**config.mk**
```make
export PLATFORM = sky130hd
export DESIGN_NAME = mmio_bus_ctrl
export DESIGN_NICKNAME = d
export VERILOG_FILES = /design/src/rtl/mmio_bus_ctrl.sv
export SDC_FILE = /design/constraint.sdc
export NUM_CORES = 1
export LEC_CHECK = 0
export BUFFER_PORTS_ARGS = -buffer_cell sky130_fd_sc_hd__clkbuf_2
export CAP_MARGIN = 5
export CORE_AREA = 2 2 120 99
export CTS_BUF_LIST = sky130_fd_sc_hd__clkbuf_8
export DETAILED_ROUTE_END_ITERATION = 6
export DIE_AREA = 0 0 122 101
export PLACE_DENSITY = 0.87
export SETUP_SLACK_MARGIN = 0.2
export SYNTH_ARGS = -nofsm -noshare
export SYNTH_HDL_FRONTEND = slang
export SYNTH_SLANG_ARGS = --single-unit
```
**constraint.sdc**
```tcl
create_clock -name clk -period 10.2 [get_ports clk]
set_clock_uncertainty 0.2 [all_clocks]
set_input_delay 1.53 -clock clk [delete_from_list [all_inputs] [get_ports clk]]
set_output_delay 1.53 -clock clk [all_outputs]
set_load 0.05 [all_outputs]
```
**src/rtl/mmio_bus_ctrl.sv**
```systemverilog
// Memory-mapped bus controller: routes cpu accesses to RAM (with wait states) or an I/O register bank.
// Multi-cycle FSM IDLE->RAM/IO->RESP; mem_ready pulses for one cycle; commands are only sampled in IDLE.
module mmio_bus_ctrl #(
  parameter int AW       = 9,
  parameter int DW       = 16,
  parameter int NOUT     = 2,
  parameter int NIN      = 2,
  parameter int RAM_WAIT = 1
) (
  input  logic                clk,
  input  logic                reset,
  input  logic [1:0]          mem_cmd,
  input  logic [AW-1:0]       mem_addr,
  input  logic [DW-1:0]       mem_wdata,
  output logic [DW-1:0]       mem_rdata,
  output logic                mem_ready,
  output logic [AW-2:0]       ram_addr,
  output logic [DW-1:0]       ram_wdata,
  output logic                ram_write,
  input  logic [DW-1:0]       ram_rdata,
  output logic [NOUT*DW-1:0]  out_port,
  input  logic [NIN*DW-1:0]   in_port
);

  localparam int IW = AW - 3;
  localparam int CW = (RAM_WAIT > 0) ? $clog2(RAM_WAIT + 1) : 1;
  localparam logic [IW:0] NOUT_W = (IW + 1)'(NOUT);
  localparam logic [IW:0] NIN_W  = (IW + 1)'(NIN);

  typedef enum logic [1:0] {S_IDLE, S_RAM, S_IO, S_RESP} state_e;

  state_e state_q, state_d;

  logic                      wr_q;
  logic [AW-1:0]             addr_q;
  logic [DW-1:0]             wdata_q;
  logic [DW-1:0]             rdata_q;
  logic [CW-1:0]             cnt_q;
  logic [NOUT-1:0][DW-1:0]   out_q;
  logic [NIN-1:0][DW-1:0]    sync1_q, sync2_q, prev_q;
  logic [NIN-1:0]            chg_q, chg_d;
  logic                      err_q, err_d;

  logic                      cmd_vld;
  logic [1:0]                fld;
  logic [IW-1:0]             idx;
  logic                      out_hit, in_hit, st_hit, io_bad, io_act;
  logic [NOUT-1:0]           out_sel;
  logic [NIN-1:0]            in_sel;
  logic [DW-1:0]             io_rdata;

  assign cmd_vld = (mem_cmd == 2'b01) || (mem_cmd == 2'b10);

  assign fld     = addr_q[AW-2:AW-3];
  assign idx     = addr_q[IW-1:0];
  assign out_hit = (fld == 2'b00) && ({1'b0, idx} < NOUT_W);
  assign in_hit  = (fld == 2'b01) && ({1'b0, idx} < NIN_W);
  assign st_hit  = (fld == 2'b10);
  // Reads of the in bank are legal, writes to it are not.
  assign io_bad  = !(out_hit || (in_hit && !wr_q) || st_hit);
  assign io_act  = (state_q == S_IO);

  always_comb begin
    out_sel = '0;
    in_sel  = '0;
    for (int k = 0; k < NOUT; k++) out_sel[k] = out_hit && (idx == IW'(k));
    for (int k = 0; k < NIN; k++)  in_sel[k]  = in_hit && (idx == IW'(k));
  end

  always_comb begin
    io_rdata = '0;
    for (int k = 0; k < NOUT; k++) if (out_sel[k]) io_rdata = out_q[k];
    for (int k = 0; k < NIN; k++)  if (in_sel[k])  io_rdata = sync2_q[k];
    if (st_hit) begin
      io_rdata[NIN-1:0] = chg_q;
      io_rdata[DW-1]    = err_q;
    end
  end

  // Clears are applied first so that a change detected in the same cycle wins.
  always_comb begin
    chg_d = chg_q;
    err_d = err_q;
    for (int k = 0; k < NIN; k++) begin
      if (io_act && !wr_q && in_sel[k])            chg_d[k] = 1'b0;
      if (io_act && wr_q && st_hit && wdata_q[k])  chg_d[k] = 1'b0;
      if (sync2_q[k] != prev_q[k])                 chg_d[k] = 1'b1;
    end
    if (io_act && wr_q && st_hit && wdata_q[DW-1]) err_d = 1'b0;
    if (io_act && io_bad)                          err_d = 1'b1;
  end

  always_ff @(posedge clk or posedge reset) begin
    if (reset) state_q <= S_IDLE;
    else       state_q <= state_d;
  end

  always_comb begin
    state_d = state_q;
    case (state_q)
      S_IDLE:  if (cmd_vld) state_d = mem_addr[AW-1] ? S_IO : S_RAM;
      S_RAM:   if (cnt_q == '0) state_d = S_RESP;
      S_IO:    state_d = S_RESP;
      default: state_d = S_IDLE;
    endcase
  end

  always_comb begin
    mem_ready = (state_q == S_RESP);
    ram_write = (state_q == S_RAM) && wr_q && (cnt_q == CW'(RAM_WAIT));
  end

  always_ff @(posedge clk or posedge reset) begin
    if (reset) begin
      wr_q    <= 1'b0;
      addr_q  <= '0;
      wdata_q <= '0;
      rdata_q <= '0;
      cnt_q   <= '0;
      out_q   <= '0;
      sync1_q <= '0;
      sync2_q <= '0;
      prev_q  <= '0;
      chg_q   <= '0;
      err_q   <= 1'b0;
    end else begin
      sync1_q <= in_port;
      sync2_q <= sync1_q;
      prev_q  <= sync2_q;
      chg_q   <= chg_d;
      err_q   <= err_d;
      case (state_q)
        S_IDLE: begin
          if (cmd_vld) begin
            wr_q    <= (mem_cmd == 2'b10);
            addr_q  <= mem_addr;
            wdata_q <= mem_wdata;
            cnt_q   <= CW'(RAM_WAIT);
          end
        end
        S_RAM: begin
          if (cnt_q == '0) begin
            if (!wr_q) rdata_q <= ram_rdata;
          end else begin
            cnt_q <= cnt_q - CW'(1);
          end
        end
        S_IO: begin
          if (!wr_q) rdata_q <= io_rdata;
          for (int k = 0; k < NOUT; k++) begin
            if (wr_q && out_sel[k]) out_q[k] <= wdata_q;
          end
        end
        default: ;
      endcase
    end
  end

  assign mem_rdata = rdata_q;
  assign ram_addr  = addr_q[AW-2:0];
  assign ram_wdata = wdata_q;
  assign out_port  = out_q;

endmodule

```
==> results.cfg, run 1 <==
[power]
ir_drop_uv = 228
power_density_nw_per_um2 = 298
p_leak_nw = 3.86

[synthesis]
synth_flop_cell = dfrtp_1
yosysWarnings = 0
synthArstFlopShare_pct = 100
ys_seq_area_share_pct = 66.7
synth-edff-count = 0
ys_ff_latch = 175
syn_avg_cell_area_sq_um = 15.0
synth_cell_types = 36
syn_area_sq_um = 6570
yosys.area_share.simple_pct = 7.09
syn_inst = 438
synth_xor_area_share_pct = 4.27
synthAdderAreaFrac_pct = 0.952
synth-compound-area-share_pct = 5.33
synth.area.mux_share_pct = 13.9
synth_top_family_by_area = multiplexers
synthesis.nets = 520

[floorplanning]
die_w_um = 122
start_util_pct = 58.8
die_area_sq_um = 12300
die_y_um = 101
ioPinCount = 151
num_rows = 35
core_sq_um = 11200

[setup_path]
timing_worst_setup_path_type = reg -> out
cp.arrival_ns = 1.78
path_max_fanout = 7
critPathLaunchType = register
timing.rr.start = addr_q[1]$_DFFE_PP0P_
r2r_slack_ns = 6.96
crit_path_start = state_q[1]$_DFFE_PP0P_
r2r_cells = 4
endpoint_kind = output port
cp.required_ns = 8.47

[route]
routed_wl_um = 15200
antenna_left = 0
drt-initial-drc-count = 464
drc_errors = 2
drtPass1Iterations = 7
vias_per_cell = 5.64
vias = 4261
routedWlPerCell_um = 20.2

[timing]
hold_viol = 0
setup_violations = 0
rsz0062_at_grt = no
maxSlewViolCount = 0
relSlewSlack_pct = 38.3
max_slew.worst_pin.slew_ns = 0.926
fin_setup_tns_ns = 0
fmax_mhz = 285
period_share_pct = 34.4
whs_ns = 0.142
min_period_ns = 3.51

[cells_and_area]
drive_gt1_share_pct = 43.7
multiInputGateArea_sq_um = 2080
regArea_sq_um = 4380
n_antenna_cell = 0
n_fill_cell = 744
nNetsFinal = 676
area_delta_synth_final_pct = 19.1

[clocking]
clk_pin_slew_ns = 0.09
clk-insertion-delay-late_ns = 0.46
numCtsBuffers = 17
cts.path.max_buffers = 2
cts-root-buf = clkbuf_8
cts_tree = done
cts.sinks = 175
postCtsSetupRepairBufs = 0
cts.repair.resized = 0
cts_htree_levels = 4
ctsHoldBuffers = 0

[min_path]
holdPathStages = 0
holdCritStartpoint = sync1_q[29]$_DFF_PP0_
hp-class = reg -> reg

[grt]
first_global_vias = 4316
overflow = 0
grt_pass1_wl_um = 23700
track_usage_pct = 26.7
grt_antenna_before_repair = 0
grt_max_degree = 98

[placement]
hpwl_um = 10600
io_buffers = 150
routabilityCongestion = 0.821

[outcome]
status = finished, violations left
failed_checks = DRC

[job]
cap_violations = 0
## metal layers
metal	routed length [um]	part of all wire [%]	vias to the layer above	track usage [%]
li1	-	-	1880	-
met1	6340	42	2182	36.0
met2	7500	49	176	41.6
met3	1080	7.1	23	8.14
met4	313	2.1	0	9.81
met5	0	0	-	0
## critical path, cell delays in order (launching register included)
cell,delay [ns]
dfrtp_1,0.44
inv_1,0.10
ha_1,0.28
and3_1,0.22
clkbuf_2,0.28
## cell type report
class	instances	area share (%)
Sequential cell	175	56.0
Multi-Input combinational cell	238	26.6
Timing Repair Buffer	155	10.1
Clock buffer	19	3.34
Tap cell	148	2.37
Clock inverter	13	1.28
Inverter	7	0.400
## final timing paths
path / endpoint
max reg2reg: out_port[6]$_DFFE_PP0P_
min reg2reg: sync2_q[29]$_DFF_PP0_
max: ram_write
max in group asynchronous: out_port[29]$_DFFE_PP0P_
min: sync2_q[29]$_DFF_PP0_
min in group asynchronous: ram_wdata[13]$_DFFE_PP0P_
## cell usage in the layout, fill, tap and decap left out, drive strengths merged, types with 3 or more instances in the layout
master and instances:
o21ai 6, nor3 27, nor2 16, nor2b 3, a221oi 10, o221ai 3
a22o 12, clkbuf 169, mux2 66, dfrtp 175, nor4 8, buf 5
nand4 4, clkinv 8, ha 5, a32oi 3, nand2 16, mux4 6
nand2b 3, inv 10, xor2 32, a21oi 7
## Yosys cell counts, drive strengths merged (3+ instances only)
master | number | area [sq um]
nand4 | 4 | 40.0
a32oi | 3 | 26.3
o21ai | 6 | 30.0
nor3 | 27 | 146
buf | 7 | 47.6
a22o | 12 | 105
nand2 | 16 | 60.1
nor2 | 16 | 60.1
nor2b | 3 | 18.8
mux4 | 6 | 135
nor4 | 8 | 50.1
a221oi | 10 | 87.6
clkbuf | 11 | 41.3
a21oi | 7 | 35.0
xor2 | 32 | 280
mux2 | 66 | 781
nand2b | 3 | 18.8
dfrtp | 175 | 4380
o221ai | 3 | 26.3
inv | 7 | 26.3
ha | 5 | 62.6
## per-stage QoR
step           std cells  utilization, %  power, mW  setup slack (ns)  cell area [sq um]
6_report             755            70.1       2.33              6.69               7820
3_3_place_gp         723            66.8       1.85              6.77               7460
2_1_floorplan        438               -       1.64              3.72               6570
3_5_place_dp         723            66.8       1.89              6.70               7460
4_1_cts              755            70.1       2.33              6.71               7820
5_1_grt              755            70.1       2.44              6.61               7820
## logic make-up after synthesis
logic type | Yosys count
AND/OR/NAND/NOR | 83
adder cells (fa/ha/maj) | 5
multiplexers | 72
flip-flops | 175
AO/OA/AOI/OAI | 46
XOR/XNOR | 32
buffers and inverters | 25
## where the power goes
group | total [mW] | internal (mW) | switching [mW]
sequential | 0.942 | 0.822 | 0.120
combinational | 0.947 | 0.281 | 0.665
clock | 0.442 | 0.202 | 0.240
## flip-flops by register name, summed over array words and instances, names as in the netlist, 2 cells and up
register	flops
state_q	2
sync1_q	32
prev_q	32
ram_wdata	16
out_port	32
addr_q	8
sync2_q	32
chg_q	2
mem_rdata	16
Note: power is estimated with default switching activity, not from simulation.
==> inputs of run 2 (changes only) <==
--- a/config.mk
+++ b/config.mk
@@ -7,11 +7,11 @@
 export LEC_CHECK = 0
 export BUFFER_PORTS_ARGS = -buffer_cell sky130_fd_sc_hd__clkbuf_2
 export CAP_MARGIN = 5
-export CORE_AREA = 2 2 120 99
+export CORE_AREA = 2 2 125 102
 export CTS_BUF_LIST = sky130_fd_sc_hd__clkbuf_8
 export DETAILED_ROUTE_END_ITERATION = 6
-export DIE_AREA = 0 0 122 101
-export PLACE_DENSITY = 0.87
+export DIE_AREA = 0 0 127 104
+export PLACE_DENSITY = 0.81
 export SETUP_SLACK_MARGIN = 0.2
 export SYNTH_ARGS = -nofsm -noshare
 export SYNTH_HDL_FRONTEND = slang
==> constraint.sdc (replaced) <==
create_clock -name clk -period 3.7 [get_ports clk]
set_clock_uncertainty 0.2 [all_clocks]
set_input_delay 0.555 -clock clk [delete_from_list [all_inputs] [get_ports clk]]
set_output_delay 0.555 -clock clk [all_outputs]
set_load 0.05 [all_outputs]
==> run 2 against run 1 <==
The flow now finishes without violations. Sequential cell count unchanged. Clock power rose to 2.8 times the previous value. Hold slack got worse by 0.12 ns. Total power increased to 2.8 times the previous value. Register-to-register slack got worse by 6.2 ns. Critical endpoint is now out_port[11]$_DFFE_PP0P_. Largest cell class unchanged. Largest power group is now registers. Highest routed layer unchanged.
==> results.cfg, run 2 (synthesis gave the netlist of run 1 again) <==
[timing]
rsz0062_at_grt = no
fin_setup_tns_ns = 0
maxSlewViolCount = 0
fmax_mhz = 338
hold_viol = 0
period_share_pct = 80.0
layout_setup_ws_ns = 0.742
relSlewSlack_pct = 32.0
min_period_ns = 2.96
max_slew.worst_pin.slew_ns = 1.02
setup_violations = 0

[clocking]
clk-insertion-delay-late_ns = 0.46
cts_tree = done
numCtsBuffers = 17
cts.sinks = 175
cts.path.max_buffers = 2
cts.repair.resized = 0
clk_pin_slew_ns = 0.09
cts-root-buf = clkbuf_8
cts_htree_levels = 4

[cells_and_area]
area_delta_synth_final_pct = 24.9
nNetsFinal = 710
n_fill_cell = 836
drive_gt1_share_pct = 42.0
final_common_cell = dfrtp_1
n_antenna_cell = 0
final_cell_mix = 175 x dfrtp_1, 150 x clkbuf_2, 56 x mux2_2

[route]
drtPass1Iterations = 4
antenna_left = 0
routedWlPerCell_um = 19.2
vias = 4344
drt-initial-drc-count = 187
routed_wl_um = 15200
vias_per_cell = 5.48
drc_errors = 0

[placement]
routabilityCongestion = 0.844
post-place-ws_ns = 0.786
io_buffers = 150
hpwl_um = 10600

[floorplanning]
core_sq_um = 12000
start_util_pct = 54.8
die_y_um = 104
num_rows = 36
die_area_sq_um = 13200
ioPinCount = 151
die_w_um = 127

[grt]
first_global_vias = 4553
grt_pass1_wl_um = 24200
grt_antenna_before_repair = 0
grt_max_degree = 57
overflow = 0
track_usage_pct = 24.4

[min_path]
hp-class = in -> reg
holdPathStages = 1

[power]
p_total_mw = 6.48
clkPwrFrac_pct = 19.2
p_leak_nw = 4.00
ir_drop_uv = 684
power_density_nw_per_um2 = 790
p_seq_share_pct = 41.3
switching_share_pct = 43.9
intPower_mw = 3.64
comb_power_share_pct = 39.5
switchingPower_mw = 2.85

[job]
cap_violations = 0

[setup_path]
path_max_fanout = 16
critPathLaunchType = register
crit_chain = or4_4 > nor3_4 > nand4b_2 > mux2_2
cp.arrival_ns = 3.10
r2r_cells = 4
cpMaxStageDelayCell = nand4b_2
cp.required_ns = 3.84
endpoint_kind = register
timing_worst_setup_path_type = reg -> reg
cpPeakStageDelay_ns = 0.66

[outcome]
status = complete, no violations
## run 2: final timing paths
path / slack [ns] / to / startpoint
setup reg to reg: 0.74 / out_port[11]$_DFFE_PP0P_ / addr_q[2]$_DFFE_PP0P_
min in group asynchronous: 0.12 / prev_q[17]$_DFF_PP0_ / reset
hold reg to reg: 0.15 / sync2_q[10]$_DFF_PP0_ / sync1_q[10]$_DFF_PP0_
max in group asynchronous: 2.35 / sync1_q[31]$_DFF_PP0_ / reset
hold / removal: 0.03 / sync1_q[2]$_DFF_PP0_ / in_port[2]
setup / recovery: 0.74 / out_port[11]$_DFFE_PP0P_ / addr_q[2]$_DFFE_PP0P_
## run 2: layer usage
layer  share of wire, %  track usage, %  routed length, um
met4                2.4            9.26                367
met5                  0               0                  0
met1                 43            33.2               6500
met2                 47            37.4               7170
met3                7.8            7.41               1190
## run 2: cell type report
cell class	count	area [sq um]	share of cell area, %
inverters	7	30.0	0.366
clock inverters	13	118	1.43
multi-input cells	238	2080	25.3
clock buffers	19	262	3.19
repair buffers	189	1150	14.0
well taps	152	190	2.32
flip-flops and latches	175	4380	53.4
## run 2: through the flow
| step | utilization, % | hold WS (ns) | instance area, sq um | std cells |
|---|---|---|---|---|
| after detailed placement | 62.7 | 0.135 | 7510 | 730 |
| after global placement | 62.7 | 0.134 | 7510 | 730 |
| after floorplan | - | 0.131 | 6570 | 438 |
| after CTS | 68.5 | 0.00206 | 8200 | 793 |
| after global routing | 68.5 | 0.00148 | 8200 | 793 |
| final | 68.5 | 0.0251 | 8200 | 793 |
## run 2: power groups by stage
stage	Combinational, mW	Clock (mW)	Sequential [mW]
floorplan	1.05	0	3.46
global placement	2.46	0	2.67
detailed placement	2.52	0	2.70
CTS	2.56	1.27	2.67
global route	2.71	1.35	2.72
finish	2.56	1.24	2.68
## run 2: repair_timing
action | in CTS | in global routing
buffers inserted | 0 | 0
hold buffers | 31 | 0
endpoints found under the hold margin | 31 | 0
## run 2: worst max-delay path, delay by kind of cell, from the launching register on
family	cells	cell delay, ns
and+or+nand+nor	3	1.70
muxes	1	0.51
DFF	1	0.42
